--- src/rtl/router_scheduler.sv ---
// router_scheduler: layer sequencer pairing input-router contexts with weight-router passes into the systolic array.
// Define SCHED_PERF_CNT_EN to add the o_stall_count backpressure counter.
module router_scheduler #(
  parameter int ADDR_WIDTH = 8,
  parameter int SA_DEPTH = 4,
  parameter int CNT_WIDTH = 16
) (
  input  logic                  i_clk,
  input  logic                  i_nrst,
  input  logic                  i_reg_clear,
  input  logic                  i_start,
  input  logic [ADDR_WIDTH-1:0] i_o_size,
  input  logic [ADDR_WIDTH-1:0] i_stride,
  output logic                  o_ir_en,
  output logic                  o_ir_reg_clear,
  input  logic                  i_ir_ready,
  input  logic                  i_ir_context_done,
  input  logic                  i_ir_done,
  output logic                  o_ir_pop_en,
  output logic [ADDR_WIDTH-1:0] o_cfg_o_size,
  output logic [ADDR_WIDTH-1:0] o_cfg_stride,
  output logic                  o_wr_en,
  output logic                  o_wr_reuse,
  input  logic                  i_wr_ready,
  output logic                  o_wr_pop_en,
  input  logic                  i_sa_stall,
  output logic                  o_sa_valid,
  output logic                  o_sa_flush,
  output logic                  o_busy,
  output logic                  o_done,
`ifdef SCHED_PERF_CNT_EN
  output logic [CNT_WIDTH-1:0]  o_stall_count,
`endif
  output logic [CNT_WIDTH-1:0]  o_context_count
);
  typedef enum logic [2:0] {IDLE, CLEAR, WAIT_READY, STREAM, DRAIN, NEXT} state_t;
  localparam int DRAIN_W = $clog2(2 * SA_DEPTH) + 1;
  localparam logic [DRAIN_W-1:0] DRAIN_LOAD = DRAIN_W'(2 * SA_DEPTH - 1);
  state_t state_q;
  logic [DRAIN_W-1:0] drain_q;
  logic ir_en_q, ir_clr_q, wr_en_q, reuse_q, flush_q, done_q, fire;
  logic [ADDR_WIDTH-1:0] size_q, stride_q;
  logic [CNT_WIDTH-1:0] ctx_q;
`ifdef SCHED_PERF_CNT_EN
  logic [CNT_WIDTH-1:0] stall_q;
  assign o_stall_count = stall_q;
`endif
  // Pops follow the clear combinationally so none slips out on the clearing cycle.
  assign fire = (state_q == STREAM) && i_ir_ready && i_wr_ready && !i_sa_stall && !i_reg_clear;
  assign o_ir_pop_en = fire;
  assign o_wr_pop_en = fire;
  assign o_sa_valid = fire;
  assign o_busy = state_q != IDLE;
  assign o_ir_en = ir_en_q;
  assign o_ir_reg_clear = ir_clr_q;
  assign o_wr_en = wr_en_q;
  assign o_wr_reuse = reuse_q;
  assign o_sa_flush = flush_q;
  assign o_done = done_q;
  assign o_context_count = ctx_q;
  assign o_cfg_o_size = size_q;
  assign o_cfg_stride = stride_q;
  always_ff @(posedge i_clk or negedge i_nrst) begin
    if (!i_nrst) begin
      state_q <= IDLE; drain_q <= '0; ctx_q <= '0; size_q <= '0; stride_q <= '0;
      ir_en_q <= 1'b0; ir_clr_q <= 1'b0; wr_en_q <= 1'b0; reuse_q <= 1'b0; flush_q <= 1'b0; done_q <= 1'b0;
`ifdef SCHED_PERF_CNT_EN
      stall_q <= '0;
`endif
    end else if (i_reg_clear) begin
      state_q <= IDLE; drain_q <= '0; ctx_q <= '0; size_q <= '0; stride_q <= '0;
      ir_en_q <= 1'b0; ir_clr_q <= 1'b0; wr_en_q <= 1'b0; reuse_q <= 1'b0; flush_q <= 1'b0; done_q <= 1'b0;
`ifdef SCHED_PERF_CNT_EN
      stall_q <= '0;
`endif
    end else begin
      ir_clr_q <= 1'b0;
      reuse_q <= 1'b0;
      flush_q <= 1'b0;
      case (state_q)
        IDLE: if (i_start) begin
          state_q <= CLEAR; size_q <= i_o_size; stride_q <= i_stride;
          done_q <= 1'b0; ctx_q <= '0; ir_clr_q <= 1'b1;
`ifdef SCHED_PERF_CNT_EN
          stall_q <= '0;
`endif
        end
        CLEAR: begin
          state_q <= WAIT_READY; ir_en_q <= 1'b1; wr_en_q <= 1'b1;
        end
        WAIT_READY: if (i_ir_ready && i_wr_ready) state_q <= STREAM;
        STREAM: if (!i_ir_ready) begin
          state_q <= DRAIN; drain_q <= DRAIN_LOAD;
        end
        DRAIN: begin
          drain_q <= drain_q - 1'b1;
          if (drain_q == DRAIN_W'(1)) begin
            state_q <= NEXT; flush_q <= 1'b1;
            ctx_q <= (&ctx_q) ? ctx_q : ctx_q + 1'b1;
          end
        end
        NEXT: if (i_ir_done) begin
          state_q <= IDLE; done_q <= 1'b1; ir_en_q <= 1'b0; wr_en_q <= 1'b0;
        end else if (i_ir_context_done) begin
          state_q <= WAIT_READY; reuse_q <= 1'b1;
        end
        default: state_q <= IDLE;
      endcase
`ifdef SCHED_PERF_CNT_EN
      if (state_q == STREAM && i_ir_ready && !fire && !(&stall_q)) stall_q <= stall_q + 1'b1;
`endif
    end
  end
endmodule
--- config.mk ---
export PLATFORM = sky130hd
export DESIGN_NAME = router_scheduler
export DESIGN_NICKNAME = d
export VERILOG_FILES = /design/src/rtl/router_scheduler.sv
export SDC_FILE = /design/constraint.sdc
export NUM_CORES = 1
export LEC_CHECK = 0
export CAP_MARGIN = 20
export CORE_MARGIN = 2
export CORE_UTILIZATION = 51
export CTS_BUF_LIST = sky130_fd_sc_hd__clkbuf_2
export DETAILED_ROUTE_END_ITERATION = 7
export GPL_TIMING_DRIVEN = 0
export PLACE_DENSITY = 0.86
export SYNTH_ARGS = -nofsm -noshare
export SYNTH_HDL_FRONTEND = slang
export SYNTH_SLANG_ARGS = --single-unit
--- constraint.sdc ---
create_clock -name i_clk -period 3.05 [get_ports i_clk]
set_clock_uncertainty 0.05 [all_clocks]
set_input_delay 0.61 -clock i_clk [delete_from_list [all_inputs] [get_ports i_clk]]
set_output_delay 0.61 -clock i_clk [all_outputs]
set_load 0.01 [all_outputs]
==> results list, run 1 <==
- Total gr overflow: 0
* Cell area reported after detailed placement: 2970 um^2
- After detailed routing, the number of remaining DRC violations is 0.
* Crit path DAT: about 2.3 ns
- Diode count: 0
* GRT met1 Usage: 31.02%
* Number of warnings reported in the yosys synthesis log: 0
- Final Hold Vio Count: 0
* Family with the most delay on the worst path: buffers and inverters
* Half-perimeter wire length after placement: between 3000 and 4000 um
- In this run the post-CTS setup repair buffer count came out at 0.
* Startpoint class of the critical path: primary input
- Crit path capture type: output port
* GR Layer Usage met2: between 30% and 40%
- Power consumption: between 1.5 and 2 mW
* Pwr Density: a little over 500 nW/um^2
- In the final routed layout, each cell accounts on average for roughly 16 um.
- The floorplan has 24 rows.
* Slowest Stage Delay on Critical Path: between 0.5 and 0.6 ns
- Sequential share of the synthesized area: between 40 and 50%
- Slew Limit Headroom: about three fifths
- After the first detailed-routing iteration, the DRC count stood at 162.
- Once detail routing completed, the nets flagged for antenna violations numbered 0.
- The filler cells instantiated in the layout total between 300 and 400.
- For this run, the top clock speed supported by timing is approximately 0.34 GHz.
* Slowest CP cell: sky130_fd_sc_hd__clkdlybuf4s50_1
- Buffer and inverter count on the worst path: 4
- Busiest layer in global routing: met2
* Share of async-settable or async-resettable flops after synthesis: 100.0%
- Cells after synthesis: ~220
* Number of global-route vias before repair: approximately 1800
* Count of boundary I/O pins: 67
* Final routed wirelength across all metal layers: 5414 um
- Die Y: between 70 and 80 um
- Initial core utilization: between 50% and 60%
* Post-DR vias/cell: ~5.9
* Pin count of the biggest net entering global routing: 30
- Counting every sink on the clock net gives 44.
- Setup violations remaining at the end of the flow were counted as 0.
- Fin Setup TNS: 0 ns
- Floorplan die area: ~5000 um^2
* Area Growth Syn to Fin: 36.09%
* Horizontal extent of the die: between 70 and 80 um
- Dividing the final minimum period by the clock period gives between 90% and 100%.
- In this run the number of H-tree levels came out at 2.
- Synth cell types: 54
- Max-cap violations in this run came to 0.
- In this run the worst path has a maximum fanout of 10.
* Port Buffer Count: 65
- In the global route stage, met3 resource usage came out at roughly 4.5%.
- The cell area that synthesis handed to floorplanning was about 2200 um^2.
- Static Leakage: approximately 1.3 nW
- Total number of nets in the final design: around 320
- Overall Global Routing Usage: between 20 and 25%
- With fillers left out, the area of the finished cells amounts to 3048 um^2.
- Post-synthesis net count: 246
- Sequence of cells on the critical path: buf_2 -> buf_1 -> nor2_1 -> nand4_1 -> nor3b_2 -> buf_4 -> clkdlybuf4s50_1
- The first global-routing pass estimated 8742 um of wire.
- Main synth FF type: sky130_fd_sc_hd__dfrtp_1
- Number of synthesized flops with an enable pin: 0
- After clock tree synthesis, the clock-pin slew on the worst setup and hold paths is 0.23 ns.
- CTS placed an instance of sky130_fd_sc_hd__clkbuf_2 at the clock tree root.
* Reg2Reg Setup Slack: 1.00 ns
- Actual transition at the worst max-transition pin: 0.5894 ns
- Via total after detailed routing: a little over 2000
* Num CTS Buffers: 5
- The number of antenna violations at the first check in global routing is 0.
- The tightest min-delay check is of the reg2reg type.
- The flow ran to the end, and the final reports show no timing, DRC or antenna violations.
* Clk_lat worst skew: between 0.4 and 0.5 ns
- Of the cells placed in the final design, the portion with a size suffix greater than 1 is approximately 11%.
- Worst Path Required: 2.39 ns
- The final number of max-transition violations is 0.
- The congestion estimate from routability-driven global placement came to between 0.8 and 0.9.
* IR Drop Worst-Case VDD: roughly 0.00028 V
* TritonCTS clock tree: done
- A synthesized cell averages 10.27 um^2.
* Initial DRT Pass Iterations: 4
* Longest Clk Path Bufs: 2
* Setup repair after global routing missed its margin: false
- In this run, synthesis produced a sequential element count of 44.
- Crit Path Category: in2out
* Min Tclk post-route: 2.949 ns
* Area inside the core boundary: 4294 um^2
## cell usage after synthesis, drive strengths merged (2+ instances only)
| master | instances | area share (%) |
|---|---|---|
| a211o | 3 | 1.2 |
| a21boi | 2 | 0.67 |
| a21o | 3 | 1.0 |
| a21oi | 9 | 2.2 |
| a221oi | 2 | 1.1 |
| a22o | 16 | 6.3 |
| a2bb2oi | 3 | 1.2 |
| a31oi | 4 | 1.1 |
| and3 | 4 | 1.1 |
| and4 | 3 | 1.2 |
| buf | 10 | 2.5 |
| clkbuf | 6 | 1.0 |
| dfrtp | 44 | 49 |
| ha | 3 | 1.7 |
| inv | 9 | 1.5 |
| nand2 | 15 | 2.5 |
| nand2b | 2 | 0.56 |
| nand3 | 4 | 0.89 |
| nand4 | 9 | 2.5 |
| nor2 | 13 | 2.2 |
| nor2b | 2 | 0.56 |
| nor3 | 12 | 2.9 |
| nor3b | 5 | 2.2 |
| nor4 | 4 | 1.4 |
| o21ai | 5 | 1.1 |
| o22a | 5 | 2.0 |
## timing repair
| item | in CTS | in global routing |
|---|---|---|
| endpoints found under the hold margin | 0 | 7 |
| gates resized for setup | 2 | 1 |
| cloned | 0 | 0 |
| hold buffers | 0 | 1 |
| endpoints found under the setup margin | 3 | 2 |
| pin swaps | 1 | 1 |
## state kept, by name, summed over array words and instances, names as in the netlist
signal,cells
o_wr_en,1
o_cfg_stride,8
drain_q,4
o_cfg_o_size,8
o_wr_reuse,1
o_context_count,16
o_done,1
state_q,3
o_ir_reg_clear,1
o_sa_flush,1
## per-layer routing
metal  wire length, um  vias to the layer above
met5                 0                        -
met4               145                        0
met3               293                       13
met2              2549                       70
met1              2424                      965
li1                  -                      971
## layout make-up
class / instances / area (um^2) / area share, %
tap: 52 / 65.06 / 2.135
inverter: 9 / 33.78 / 1.108
timing repair buffer: 67 / 675.6 / 22.17
buffer: 13 / 67.56 / 2.217
clock buffer: 5 / 25.02 / 0.8210
clock inverter: 3 / 46.29 / 1.519
multi-input combinational: 149 / 1031 / 33.83
sequential: 44 / 1104 / 36.21
## metrics by stage
stage / setup slack [ns] / utilization, % / std cells / hold slack (ns)
after floorplan: 0.5260 / - / 218 / 0.2644
after global placement: 0.03753 / 68.82 / 335 / 0.4314
after detailed placement: 0.0003104 / 69.17 / 336 / 0.4338
after CTS: 0.06980 / 70.72 / 341 / 0.00004852
after global routing: 0.01722 / 70.98 / 342 / 0.5078
final: 0.1013 / 70.98 / 342 / 0.4844
## worst paths after layout
path | cells after the start | end | startpoint
setup reg to reg | 7 | o_context_count[11]$_DFFE_PN0P_ | drain_q[1]$_DFFE_PN0P_
hold reg to reg | 1 | o_cfg_o_size[3]$_DFFE_PN0P_ | o_cfg_o_size[3]$_DFFE_PN0P_
max in group asynchronous | 3 | o_cfg_o_size[2]$_DFFE_PN0P_ | i_nrst
setup / recovery | 7 | o_sa_valid | i_reg_clear
min in group asynchronous | 2 | state_q[1]$_DFFE_PN0P_ | i_nrst
hold / removal | 1 | o_cfg_o_size[3]$_DFFE_PN0P_ | o_cfg_o_size[3]$_DFFE_PN0P_
## cells by family after synthesis
logic type      count (synthesis)  share of synthesized area, %
simple gates                   81                         21.56
compound gates                 63                         21.73
flops                          44                         49.16
buf+inv                        25                         5.028
fa+ha+maj                       3                         1.676
xor+xnor                        1                        0.3911
mux                             1                        0.4469
## cells in the final DEF, fill, tap and decap left out, types with 2 or more instances in the layout
master	Yosys	routed
sky130_fd_sc_hd__nand2_1	15	15
sky130_fd_sc_hd__a211o_1	3	3
sky130_fd_sc_hd__clkbuf_1	6	3
sky130_fd_sc_hd__o22a_1	5	5
sky130_fd_sc_hd__a21boi_0	2	2
sky130_fd_sc_hd__a21oi_1	8	8
sky130_fd_sc_hd__a22o_1	16	16
sky130_fd_sc_hd__o21ai_0	5	5
sky130_fd_sc_hd__buf_2	6	7
sky130_fd_sc_hd__clkbuf_2	0	5
sky130_fd_sc_hd__nor2b_1	2	2
sky130_fd_sc_hd__a31oi_1	4	4
sky130_fd_sc_hd__nand2b_1	2	2
sky130_fd_sc_hd__nor3_1	11	11
sky130_fd_sc_hd__a2bb2oi_1	3	3
sky130_fd_sc_hd__nor4_1	3	3
sky130_fd_sc_hd__clkdlybuf4s50_1	0	64
sky130_fd_sc_hd__nand4_1	9	9
sky130_fd_sc_hd__and4_1	3	3
sky130_fd_sc_hd__nor3b_1	4	3
sky130_fd_sc_hd__nand3_1	4	4
sky130_fd_sc_hd__ha_1	3	3
sky130_fd_sc_hd__inv_1	9	9
sky130_fd_sc_hd__nor2_1	13	13
sky130_fd_sc_hd__and3_1	4	4
sky130_fd_sc_hd__dfrtp_1	44	42
sky130_fd_sc_hd__buf_4	3	3
sky130_fd_sc_hd__a21o_1	3	3
sky130_fd_sc_hd__dfrtp_2	0	2
## power by group
group	leakage, nW	total [mW]	switching (mW)	internal, mW
Combinational	0.657	0.482	0.226	0.255
Sequential	0.601	0.744	0.0915	0.653
Clock	0.0396	0.339	0.198	0.141
Total	1.30	1.56	0.516	1.05
Power figures use the tool's default switching activity.
==> inputs of run 2 (changes only) <==
- RECOVER_POWER: not set -> 100
==> run 2 against run 1 <==
  * Combinational power is 7.1% lower
  * Sequential power decreased by 1%
  * Hold slack lost 0.0086 ns
  * Core utilization shrank 0.90 points
  * Clock power about the same
  * Register-to-register slack worse by 0.36 ns
  * Via count increased by 0.84%
  * Power down 2.8%
  * Sequential share of layout area is 0.47 points higher
  * Sequential cell count unchanged
  * Critical path type unchanged
==> results list, run 2 (synthesized netlist as in run 1, its figures left out) <==
* Num CTS Buffers: 5 (unchanged)
- Fraction of layout instances using a drive strength above 1: 7.931% (-3.1 points)
- Sequence of cells on the critical path: clkbuf_2 -> clkbuf_1 -> nor2_1 -> nand4_1 -> nor3b_2 -> buf_4 -> clkdlybuf4s50_1
- The total power per unit cell area is 505.6 nW/um^2 (-1.5%).
- Total gr overflow: 0 (unchanged)
- The vertical extent of the die is 70.27 um (unchanged).
- The die outline area came to 4938 um^2 (unchanged).
- Family with the most delay on the worst path: buffers and inverters
- The number of global-route vias before repair is 1819 (unchanged).
* Total of max-cap violations: 0 (unchanged)
- First-pass GRT wire length: 8742 um (unchanged)
- TritonCTS clock tree: done
- Number of failing setup endpoints in the final timing report: 0 (unchanged)
* Port Buffer Count: 65 (unchanged)
* DRC viols: 0 (unchanged)
- The leakage power total came to 1.406 nW (+8.4%).
* Clk_lat worst skew: 0.42 ns (about the same)
- The number of placed I/O pins was 67 (unchanged).
* Worst Path Required: 2.39 ns (about the same)
- The highest achievable clock rate was 0.3400 GHz (+0.26%).
- The maximum number of pins on one net before global-route repair was 30 (unchanged).
- The final wirelength came to 5373 um (-0.76%).
* Crit path DAT: 2.28 ns (about the same)
- Dpl ws: 0.0003104 ns (unchanged)
- The critical path in this run is classified as in2out.
- Slowest CP cell: sky130_fd_sc_hd__clkdlybuf4s50_1
- Fin Setup TNS: 0 ns (unchanged)
* Initial core utilization: 52.16% (unchanged)
- The peak fanout along the critical path came to 10 (unchanged).
- Outcome: finished clean
- STA classifies the critical path endpoint as an output port.
- The post-layout worst setup margin is 0.1089 ns (+0.007612 ns).
- Setup repair after global routing left no endpoint under its margin.
- Startpoint class of the critical path: primary input
- HP Class: reg2reg
- Leaving out fill and tap cells, the most frequent cell in the layout is sky130_fd_sc_hd__dfrtp_1.
- IR Drop Worst-Case VDD: 0.0002682 V (-5.0%)
- The total iterations of the first detailed-routing run was 4 (unchanged).
* Clock input transition at the sequential cells of the worst setup and hold paths: 0.22 ns (about the same)
- Area Growth Syn to Fin: 34.36%
- # rows: 24 (unchanged)
- The total vias in the final route was 2036 (+0.84%).
- Final critical-path share of the clock period: 96.43% (-0.25 points)
- Overall Global Routing Usage: 22.34% (unchanged)
- The wire length per cell after detailed routing came to 15.71 um (-0.76%).
* Slowest Stage Delay on Critical Path: 0.52 ns (about the same)
- Post-DR vias/cell: 5.953 (+0.84%)
- Sink count of the clock tree: 44 (unchanged)
* Setup fix buffers added after clock tree synthesis: 0 (unchanged)
* Total number of nets in the final design: 317 (unchanged)
- Final Max Tran Viols: 0 (unchanged)
- Longest Clk Path Bufs: 2 (unchanged)
- The buffer and inverter count on the worst path is 4 (unchanged).
* Commonest cells after routing, fill and taps aside: sky130_fd_sc_hd__dfrtp_1 (42), sky130_fd_sc_hd__dlygate4sd3_1 (40), sky130_fd_sc_hd__clkdlybuf4s50_1 (25), sky130_fd_sc_hd__a22o_1 (16), sky130_fd_sc_hd__nand2_1 (15)
- The remaining antenna violation count after routing came to 0 (unchanged).
- The flip-flop count of the largest register after layout was 16 (unchanged).
* Cell at the root of the clock tree: sky130_fd_sc_hd__clkbuf_2
* Antenna violations before repair: 0 (unchanged)
- Actual transition at the worst max-transition pin: 1.261 ns (+0.6715 ns)
- The antenna diode instance count was 0 (unchanged).
- The half-perimeter wire length after placement was 3994 um (unchanged).
- The worst relative slew slack came to 15.94% (-45 points).
* H-tree lvl count: 2 (unchanged)
- Iteration-0 DRC count of the detailed router: 149 (-8.0%)
- Last weighted congestion value of the routability-driven placer: 0.8647 (unchanged)
- Area inside the core boundary: 4294 um^2 (unchanged)
- The final hold violation count is 0 (unchanged).
* Min Tclk post-route: 2.941 ns (-0.007612 ns)
- Horizontal extent of the die: 70.27 um (unchanged)
run 2: timing repair:
action                                 in CTS  in global routing
hold buffers                                0                  1
setup endpoints to repair                   3                  2
endpoints found under the hold margin       0                  7
resized for setup                           2                  1
pin swaps                                   1                  1
run 2: worst paths after layout:
kind                                                   from                              to  slack, ns  cells after the start
worst min register to register  o_cfg_o_size[3]$_DFFE_PN0P_     o_cfg_o_size[3]$_DFFE_PN0P_       0.48                      1
worst max-delay path                            i_reg_clear                      o_sa_valid       0.11                      7
worst min-delay path            o_cfg_o_size[3]$_DFFE_PN0P_     o_cfg_o_size[3]$_DFFE_PN0P_       0.48                      1
worst max register to register       state_q[0]$_DFFE_PN0P_  o_context_count[1]$_DFFE_PN0P_       0.64                      4
max in group asynchronous                            i_nrst     o_cfg_stride[1]$_DFFE_PN0P_       0.51                      3
min in group asynchronous                            i_nrst          state_q[1]$_DFFE_PN0P_       0.71                      2
run 2: routing by layer:
metal	up-vias	global-route usage [%]	share of wire, %
met2	79	34.38	48
met1	975	31.02	43
met4	0	8.974	2.8
met3	15	4.473	6.3
li1	967	-	-
met5	-	0	0
run 2: cell type report:
class	instances	area [um^2]
tap	52	65.06
multi-input combinational	149	1005
clock inverter	3	46.29
timing repair buffer	67	666.9
clock buffer	5	25.02
sequential	44	1104
inverter	9	33.78
buffer	13	63.81
fill	339	1285
run 2: through the flow:
| step | utilization [%] | power (mW) | hold WS (ns) | instance area (um^2) | cells |
|---|---|---|---|---|---|
| CTS | 70.72 | 1.573 | 0.00004852 | 3037 | 341 |
| global placement | 68.82 | 1.221 | 0.4314 | 2955 | 335 |
| finish | 70.08 | 1.521 | 0.4758 | 3009 | 342 |
| global route | 70.08 | 1.610 | 0.5028 | 3009 | 342 |
| detailed placement | 69.17 | 1.239 | 0.4338 | 2970 | 336 |
| floorplan | - | 1.005 | 0.2644 | 2240 | 218 |
run 2: report_power, final:
group / total [mW] / leakage (nW) / switching (mW) / internal, mW
Combinational: 0.448 / 0.766 / 0.223 / 0.226
Sequential: 0.735 / 0.601 / 0.0823 / 0.653
Clock: 0.338 / 0.0396 / 0.197 / 0.141
Total: 1.52 / 1.41 / 0.502 / 1.02
==> inputs of run 3 (changes only) <==
- RECOVER_POWER: 100 -> not set
==> results of run 3 <==
Final layout, timing and power as in run 1 (identical DEF).
